$ cat config.mk
export PLATFORM = sky130hd
export DESIGN_NAME = pin_entry_ctrl_flat
export DESIGN_NICKNAME = d
export VERILOG_FILES = /design/src/rtl/pin_entry_ctrl_if.sv /design/src/rtl/pin_entry_ctrl.sv /design/src/flat_wrapper.sv
export SDC_FILE = /design/constraint.sdc
export NUM_CORES = 1
export LEC_CHECK = 0
export ABC_AREA = 1
export CORE_MARGIN = 10
export CORE_UTILIZATION = 50
export CTS_CLUSTER_SIZE = 14
export DETAILED_ROUTE_END_ITERATION = 8
export GPL_TIMING_DRIVEN = 0
export HOLD_SLACK_MARGIN = 0.12
export PLACE_DENSITY = 0.74
export RECOVER_POWER = 100
export SLEW_MARGIN = 0
export SYNTH_ARGS = -nofsm -noshare
export SYNTH_HDL_FRONTEND = slang
export SYNTH_SLANG_ARGS = --single-unit
$ cat constraint.sdc
create_clock -name clk_i -period 2 [get_ports clk_i]
set_input_delay 0.4 -clock clk_i [delete_from_list [all_inputs] [get_ports clk_i]]
set_output_delay 0.4 -clock clk_i [all_outputs]
set_load 0.005 [all_outputs]
$ cat src/rtl/pin_entry_ctrl_if.sv
// Button inputs and status outputs of the PIN entry controller.
// master = button front-end / wallet side, slave = controller.
interface pin_entry_ctrl_if #(
  parameter int DIGITS = 4
);
  logic                  b_esq_i;
  logic                  b_dir_i;
  logic [3:0]            digit_o;
  logic [1:0]            pos_o;
  logic [4*DIGITS-1:0]   pin_vec_o;
  logic                  set_done_o;
  logic                  unlock_o;
  logic                  fail_o;
  logic                  locked_o;

  modport master (
    output b_esq_i,
    output b_dir_i,
    input  digit_o,
    input  pos_o,
    input  pin_vec_o,
    input  set_done_o,
    input  unlock_o,
    input  fail_o,
    input  locked_o
  );

  modport slave (
    input  b_esq_i,
    input  b_dir_i,
    output digit_o,
    output pos_o,
    output pin_vec_o,
    output set_done_o,
    output unlock_o,
    output fail_o,
    output locked_o
  );
endinterface

$ cat src/rtl/pin_entry_ctrl.sv
// Two-button BCD PIN entry: stores a PIN, verifies later
// entries, and enforces a retry limit with a timed lockout.
module pin_entry_ctrl #(
  parameter int DIGITS      = 4,
  parameter int MAX_TRIES   = 3,
  parameter int LOCK_CYCLES = 1000
) (
  input  logic clk_i,
  input  logic rst_i,
  pin_entry_ctrl_if.slave bus
);
  localparam int BW = 4 * DIGITS;
  localparam int CW = $clog2(MAX_TRIES + 1);
  localparam int TW = $clog2(LOCK_CYCLES + 1);

  localparam logic [1:0] S_SETUP  = 2'd0;
  localparam logic [1:0] S_VERIFY = 2'd1;
  localparam logic [1:0] S_UNLOCK = 2'd2;
  localparam logic [1:0] S_LOCK   = 2'd3;

  logic [1:0]    r_state;
  logic          r_esq_q;
  logic          r_dir_q;
  logic [3:0]    r_digit;
  logic [1:0]    r_pos;
  logic [BW-1:0] r_buf;
  logic [BW-1:0] r_pin;
  logic [CW-1:0] r_cnt;
  logic [TW-1:0] r_tmr;
  logic          r_set_done;
  logic          r_unlock;
  logic          r_fail;
  logic          r_locked;

  logic          w_esq_rise;
  logic          w_dir_rise;
  logic          w_last;
  logic [BW-1:0] w_word;
  logic [CW-1:0] w_cnt_inc;

  assign w_esq_rise = bus.b_esq_i & ~r_esq_q;
  assign w_dir_rise = bus.b_dir_i & ~r_dir_q;
  assign w_last     = (r_pos == 2'(DIGITS - 1));
  assign w_cnt_inc  = r_cnt + 1'b1;

  // Buffer with the digit being confirmed already merged in
  always_comb begin
    w_word = r_buf;
    w_word[4*r_pos +: 4] = r_digit;
  end

  always_ff @(posedge clk_i) begin
    if (rst_i) begin
      r_state    <= S_SETUP;
      r_esq_q    <= 1'b0;
      r_dir_q    <= 1'b0;
      r_digit    <= '0;
      r_pos      <= '0;
      r_buf      <= '0;
      r_pin      <= '0;
      r_cnt      <= '0;
      r_tmr      <= '0;
      r_set_done <= 1'b0;
      r_unlock   <= 1'b0;
      r_fail     <= 1'b0;
      r_locked   <= 1'b0;
    end else begin
      r_esq_q    <= bus.b_esq_i;
      r_dir_q    <= bus.b_dir_i;
      r_set_done <= 1'b0;
      r_fail     <= 1'b0;
      case (r_state)
        S_SETUP, S_VERIFY: begin
          if (w_esq_rise) begin
            r_digit <= '0;
            if (!w_last) begin
              r_pos <= r_pos + 2'd1;
              r_buf <= w_word;
            end else begin
              r_pos <= '0;
              r_buf <= '0;
              if (r_state == S_SETUP) begin
                r_pin      <= w_word;
                r_set_done <= 1'b1;
                r_state    <= S_VERIFY;
              end else if (w_word == r_pin) begin
                r_unlock <= 1'b1;
                r_cnt    <= '0;
                r_state  <= S_UNLOCK;
              end else begin
                r_fail <= 1'b1;
                if (w_cnt_inc == CW'(MAX_TRIES)) begin
                  r_cnt    <= '0;
                  r_tmr    <= TW'(LOCK_CYCLES - 1);
                  r_locked <= 1'b1;
                  r_state  <= S_LOCK;
                end else begin
                  r_cnt <= w_cnt_inc;
                end
              end
            end
          end else if (w_dir_rise) begin
            r_digit <= (r_digit == 4'd9) ? 4'd0 : r_digit + 4'd1;
          end
        end
        S_UNLOCK: begin
          if (w_esq_rise) begin
            r_unlock <= 1'b0;
            r_digit  <= '0;
            r_pos    <= '0;
            r_buf    <= '0;
            r_state  <= S_VERIFY;
          end
        end
        S_LOCK: begin
          if (r_tmr == '0) begin
            r_locked <= 1'b0;
            r_state  <= S_VERIFY;
          end else begin
            r_tmr <= r_tmr - 1'b1;
          end
        end
        default: r_state <= S_SETUP;
      endcase
    end
  end

  assign bus.digit_o    = r_digit;
  assign bus.pos_o      = r_pos;
  assign bus.pin_vec_o  = r_pin;
  assign bus.set_done_o = r_set_done;
  assign bus.unlock_o   = r_unlock;
  assign bus.fail_o     = r_fail;
  assign bus.locked_o   = r_locked;
endmodule

$ cat src/flat_wrapper.sv
// flat-port wrapper written by rule: the top's interface ports become plain ports
module pin_entry_ctrl_flat 
#(
  parameter int DIGITS      = 4,
  parameter int MAX_TRIES   = 3,
  parameter int LOCK_CYCLES = 1000
)
  (clk_i, rst_i, bus_b_esq_i, bus_b_dir_i, bus_digit_o, bus_pos_o, bus_pin_vec_o, bus_set_done_o, bus_unlock_o, bus_fail_o, bus_locked_o);
  pin_entry_ctrl_if #(.DIGITS(DIGITS)) bus_i ();
  input  logic clk_i;
  input  logic rst_i;
  input wire logic [$bits(bus_i.b_esq_i)-1:0] bus_b_esq_i;
  input wire logic [$bits(bus_i.b_dir_i)-1:0] bus_b_dir_i;
  output wire logic [$bits(bus_i.digit_o)-1:0] bus_digit_o;
  output wire logic [$bits(bus_i.pos_o)-1:0] bus_pos_o;
  output wire logic [$bits(bus_i.pin_vec_o)-1:0] bus_pin_vec_o;
  output wire logic [$bits(bus_i.set_done_o)-1:0] bus_set_done_o;
  output wire logic [$bits(bus_i.unlock_o)-1:0] bus_unlock_o;
  output wire logic [$bits(bus_i.fail_o)-1:0] bus_fail_o;
  output wire logic [$bits(bus_i.locked_o)-1:0] bus_locked_o;
  assign bus_i.b_esq_i = bus_b_esq_i;
  assign bus_i.b_dir_i = bus_b_dir_i;
  assign bus_digit_o = bus_i.digit_o;
  assign bus_pos_o = bus_i.pos_o;
  assign bus_pin_vec_o = bus_i.pin_vec_o;
  assign bus_set_done_o = bus_i.set_done_o;
  assign bus_unlock_o = bus_i.unlock_o;
  assign bus_fail_o = bus_i.fail_o;
  assign bus_locked_o = bus_i.locked_o;
  pin_entry_ctrl #(.DIGITS(DIGITS), .MAX_TRIES(MAX_TRIES), .LOCK_CYCLES(LOCK_CYCLES)) u_core (.clk_i(clk_i), .rst_i(rst_i), .bus(bus_i));
endmodule
* Word level (Yosys, flattened, before mapping)
Cells that the tools add are included.
Storage, ports and cells: logic and storage cells 107, bits in registers 58, RAM bits 0, output and inout port bits 26, memories 0, latch bits 0, memory bits (read-only) 0, input bits 4
Operators by class: add/sub/neg operators 5, order comparisons 0, multipliers 0, divide/modulo/power cells 0, reduce and logical (&&, ||, !) cells 15, shift operators 2, multiplexer cells 46, equal/unequal tests 18, bitwise logic cells 8
Operators with widths (number):
- $mux W10 | 6
- $mux W16 | 3
- $neg A4 Y34 | 1
- $shift A4 B34 Y16 const A | 1
- $shiftx A4 B34 Y16 | 1
- $pmux W16 S2 | 1
- $mux W2 | 12
- $pmux W10 S2 | 1
- $bwmux W16 | 1
- $eq A16 B16 Y1 | 1
- $mux W4 | 4
- $reduce_and A7 Y1 | 2
- $mux W1 | 13
- $ne A2 B1 Y1 const B | 6
- $logic_not A10 Y1 | 1
- $sub A10 B1 Y10 const B | 1
- $eq A2 B2 Y1 const B | 4
- $pmux W4 S2 | 1
- $reduce_and A4 Y1 | 2
- $ne A2 B2 Y1 const B | 3
- $not A1 Y1 | 6
- $pmux W2 S3 | 1
- $reduce_and A3 Y1 | 2
- $reduce_and A6 Y1 | 1
- other kinds (15) | 19

* Logic depth before layout (Yosys ltp)
word-level depth 9, mapped depth 17

* Worst setup path after synthesis
Ideal clock, no wire load.
kind reg-to-reg, from register u_core.r_pos[0] (netlist: u_core.bus.pos_o[0]), to register u_core.r_state[0], arrival time 2.063 ns, path buffers 1, clock period less this slack 2.179 ns, cell stages (with the launch flop) 16, setup time 0.116 ns, required time 1.884 ns, setup slack -0.179 ns, path through dfxtp_1 inv_1 ha_1 buf_4 nor2_1 nand3_1 nand3_1 nand2_1 nor2_1 nand2_1 nor2_2 nand2_1 nand2_1 nand2_1 o21ai_0 nor2_1
Between the ends: cells in the longest elaborated chain, start to end 9
RTL lines:
- from (decl) | RTL line pin_entry_ctrl.sv:25 | logic [1:0] r_pos;
- from (signal assigned) | RTL line pin_entry_ctrl.sv:77 | r_pos <= r_pos + 2'd1;
- $neg A4 Y34 | RTL line pin_entry_ctrl.sv:49 | w_word[4*r_pos +: 4] = r_digit;
- $shiftx A4 B34 Y16 / $shift A4 B34 Y16 (equally long branches) | RTL line pin_entry_ctrl.sv:49
- $bwmux W16 | RTL line pin_entry_ctrl.sv:49
- $eq A16 B16 Y1 | RTL line pin_entry_ctrl.sv:86 | end else if (w_word == r_pin) begin
- $mux W2 | RTL line pin_entry_ctrl.sv:86
- $mux W2 | RTL line pin_entry_ctrl.sv:82 | if (r_state == S_SETUP) begin
- $mux W2 | RTL line pin_entry_ctrl.sv:76 | if (!w_last) begin
- $mux W2 | RTL line pin_entry_ctrl.sv:74 | if (w_esq_rise) begin
- $pmux W2 S3 | RTL line pin_entry_ctrl.sv:72 | case (r_state)
- to (signal assigned) | RTL line pin_entry_ctrl.sv:85 | r_state <= S_VERIFY;
- to (signal assigned) | RTL line pin_entry_ctrl.sv:89 | r_state <= S_UNLOCK;
- to (signal assigned) | RTL line pin_entry_ctrl.sv:96 | r_state <= S_LOCK;
- to (decl) | RTL line pin_entry_ctrl.sv:21 | logic [1:0] r_state;
Several ways; a longest one is shown, not always the timed one. The select of a mux whose other input is x is not followed. A chain may end at the register's enable or synchronous reset.

* Worst setup path in the final report
from register u_core.r_pos[1] (netlist: u_core.bus.pos_o[1]), to register u_core.r_tmr[2]
Between the ends: cells in the longest elaborated chain, start to end 6
RTL lines:
- $neg A4 Y34 | RTL line pin_entry_ctrl.sv:49
- $shiftx A4 B34 Y16 / $shift A4 B34 Y16 (equally long branches) | RTL line pin_entry_ctrl.sv:49
- $bwmux W16 | RTL line pin_entry_ctrl.sv:49
- $eq A16 B16 Y1 | RTL line pin_entry_ctrl.sv:86
- $ne A2 B2 Y1 (no line)
- $reduce_and A7 Y1 (no line) *
- to (signal assigned) | RTL line pin_entry_ctrl.sv:94 | r_tmr <= TW'(LOCK_CYCLES - 1);
- to (signal assigned) | RTL line pin_entry_ctrl.sv:120 | r_tmr <= r_tmr - 1'b1;
- to (decl) | RTL line pin_entry_ctrl.sv:29 | logic [TW-1:0] r_tmr;
Every way passes the cells marked *; elsewhere a longest branch is shown, timed or not.

==> flow_metrics.tcl <==
set metrics [dict create \
    status "complete, but fails checks" \
    violations "setup timing" \
    syn2layout_area_growth_pct 32.1 \
    synth_compound_gate_area_share_pct 13.8 \
    yosys.area.top_type "dfxtp_1" \
    ys_types 29 \
    synth_warnings 0 \
    critPathRequiredTime_ps 2210 \
    critPathCaptureType "register" \
    synthDominantCellAreaShare_pct 35.8 \
    timing.rr.end "u_core.r_tmr[2]" \
    grt_pass1_vias 3453 \
    coreArea_um2 6310 \
    antenna_left 0 \
    tightest_slew_ps 899 \
    die_x_um 101 \
    grt-ovfl-total 0 \
    vias_per_cell 5.58 \
    power_density_nw_per_um2 618 \
    synthArstFlopShare_pct 0 \
    period_needed_ps 2220 \
    grt_max_degree 11 \
    grt_first_pass_wirelength_um 15900 \
    syn-mean-instance-area_um2 6.48 \
    grt_antenna_before_repair 0 \
    worstPathCellList "inv_4, ha_4, buf_4, nand2_1, inv_1, nand3_2, nand3_2, nand2_1, nor2_1, nand2_1, nor2_4, nand3_4, buf_6, nand4_1, a21oi_1" \
    synth-main-ff-cell "dfxtp_1" \
    fin_crit_sh_pct 111 \
    yosysMostFrequentCell "nand2_1" \
    utilization_pct 67.9 \
    skew_ps 11.4 \
    synthTopCellsByArea "dfxtp_1 36%, nand2_1 15%, nand3_1 8.6%" \
    worstPathMaxFanout 5 \
    cts_made_buffers 9 \
    crit_top_cell "nand2_1" \
    peakVddDrop_v 0.000552 \
    placed_area_um2 3690 \
    drt_pass1_iterations 5 \
    ys_seq_area_share_pct 35.8 \
    clockRootBuffer "clkbuf_8" \
    path_buf_inv 4 \
    critPathTopFamily "simple AND/OR/NAND/NOR gates" \
    routabilityCongestion 0.907 \
    drv_slew 0 \
    path_clk_slew_ps 70 \
    io_buffers 28 \
    synth_area_um2 3250 \
    r2r_start "u_core.bus.pos_o[1]" \
    clk_latency_ps 360 \
    groute.usage.overall_pct 19.3 \
    dieArea_um2 10100 \
    post_drt_wl_per_cell_um 15.0 \
    nets 573 \
    synth_common_cells "133 x nand2_1, 58 x dfxtp_1, 56 x nand3_1" \
    num_rows 29 \
    cts.sink_count 58 \
    drive_above_1_share_pct 19.5 \
    route.detailed.drc 0 \
    drtIter0Drc 233 \
    synth_edf_count 0 \
    crit_type "register to register" \
    ys_seq_elements 58 \
    synth_top_family_by_area "simple AND/OR/NAND/NOR gates" \
    htreeDepth 3 \
    drv_cap 0 \
    cts_hold_buf 0 \
    yosys.area_share.simple_pct 36.7 \
    p_leak_nw 1.71 \
    start_util_pct 51.4 \
    cts_tree "yes" \
    slowest_stage "dfxtp_4" \
    hold_class "register to register" \
    maxSlewHeadroom_pct 39.5 \
    syn_nets 514 \
    hold_end "u_core.bus.locked_o" \
    diodes 0 \
    die_h_um 101 \
    hold_depth 2 \
    rr_worst_depth 15 \
    vias 3585 \
    hold_viol 0 \
    holdCritStartpoint "u_core.bus.locked_o" \
    arrival_ps 2440 \
    synth_cells 501 \
    rrSetupSlack_ps -220 \
    startpoint_type "register" \
    synthMuxAreaShare_pct 0 \
    cts_buffer_depth 2 \
    wl_um 9640 \
    slowest_delay_ps 390 \
    place_ws_ps -716 \
    synth_fa_ha_area_share_pct 3.47 \
    rsz0062_at_grt "true" \
    fin_area_um2 4290 \
    finalSetupViolCount 26 \
    fin_ws_ps -224 \
    place_hpwl_um 6380 \
    yosys.area_share.xor_xnor_pct 0.539 \
    ios 30 \
    clock.fmax_mhz 450 \
    fillers 525 \
]
[cells in the final DEF, fill, tap and decap left out, types with 3 or more instances in the layout]
cell type	synthesis	layout
nor2_4	1	7
o21ai_0	27	23
or2_2	7	7
clkinv_2	0	3
nand2_2	0	4
inv_1	55	52
clkdlybuf4s50_1	0	6
nand3_1	56	35
nand3_4	0	6
a31oi_1	12	12
a21oi_1	41	39
nand4_1	12	12
nor2_2	5	5
clkbuf_8	0	10
clkbuf_1	7	8
nor2_1	41	35
dlygate4sd3_1	0	22
ha_4	0	4
clkbuf_4	0	3
nand3_2	2	18
dfxtp_1	58	55
nand2_1	133	129
buf_6	1	5
o21ai_1	0	3
nor3_1	8	8
inv_2	4	4
buf_4	2	17
ha_1	9	4
[timing repair]
action,in CTS,in global routing
buffers inserted,12,8
setup endpoints to repair,47,50
pin swaps,17,18
resized for setup,33,35
gates cloned,2,0
[final cells by class]
type | instances | area [um2] | share of cell area [%]
Sequential cell | 58 | 1170 | 27.3
Inverter | 59 | 231 | 5.40
Buffer | 17 | 98.8 | 2.30
Tap cell | 77 | 96.3 | 2.25
Clock inverter | 3 | 15.0 | 0.350
Timing Repair Buffer | 49 | 474 | 11.1
Multi-Input combinational cell | 366 | 2050 | 47.9
Clock buffer | 13 | 149 | 3.47
[how the worst max path moves through the flow]
stage / to / cells after the start / from / slack, ps
CTS: u_core.r_tmr[2] / 15 / u_core.bus.pos_o[1] / -170
global route: u_core.r_tmr[1] / 16 / u_core.bus.pos_o[1] / -320
finish: u_core.r_tmr[2] / 15 / u_core.bus.pos_o[1] / -220
global placement: u_core.bus.pin_vec_o[7] / 9 / bus_b_esq_i / -670
detailed placement: u_core.bus.pin_vec_o[11] / 9 / bus_b_esq_i / -720
floorplan: u_core.r_tmr[4] / 15 / u_core.bus.pos_o[0] / -50
[where the power goes]
| part | total, W | leakage [nW] | switching, W | internal [W] |
|---|---|---|---|---|
| clock network | 0.000941 | 0.0872 | 0.000463 | 0.000478 |
| registers | 0.00120 | 0.470 | 0.0000234 | 0.00117 |
| logic | 0.000517 | 1.15 | 0.000307 | 0.000210 |
[cell families (layout without fill, tap and decap cells)]
group           count (synthesis)  in the layout
buf+inv                        78            141
flops                          58             58
xor+xnor                        2              2
fa+ha+maj                       9              9
compound gates                 84             84
simple gates                  270            271
[worst reg2reg max path, stage by stage (launching register included)]
cell     delay [ps]
dfxtp_4         390
inv_4            50
ha_4            290
buf_4           140
nand2_1          50
inv_1            60
nand3_2         110
nand3_2          90
nand2_1          60
nor2_1          100
nand2_1         100
nor2_4          160
nand3_4         150
buf_6           170
nand4_1          70
a21oi_1          70
[metal layers]
layer	vias up	part of all wire, %	global-route usage (%)	routed length (um)
met2	134	48	31.6	4590
li1	1764	-	-	-
met3	34	6.9	6.79	668
met4	0	3.2	8.04	304
met1	1653	42	22.1	4080
met5	-	0	0	0
[flip-flops by register name, summed over array words and instances (netlist names), 2 cells and up]
name / count
u_core.bus.pos_o: 2
u_core.r_buf: 16
u_core.bus.digit_o: 4
u_core.r_state: 2
u_core.r_cnt: 2
u_core.r_tmr: 10
u_core.bus.pin_vec_o: 16
[metrics by stage]
| stage | power, W | hold WS [ps] | TNS [ps] | instances |
|---|---|---|---|---|
| after floorplan | 0.00147 | 442 | -480 | 501 |
| after global placement | 0.00157 | 435 | -24880 | 606 |
| after detailed placement | 0.00158 | 437 | -25730 | 606 |
| after CTS | 0.00262 | 434 | -1980 | 634 |
| after global routing | 0.00276 | 445 | -9750 | 642 |
| final | 0.00265 | 441 | -3180 | 642 |
Power figures use the tool's default switching activity.
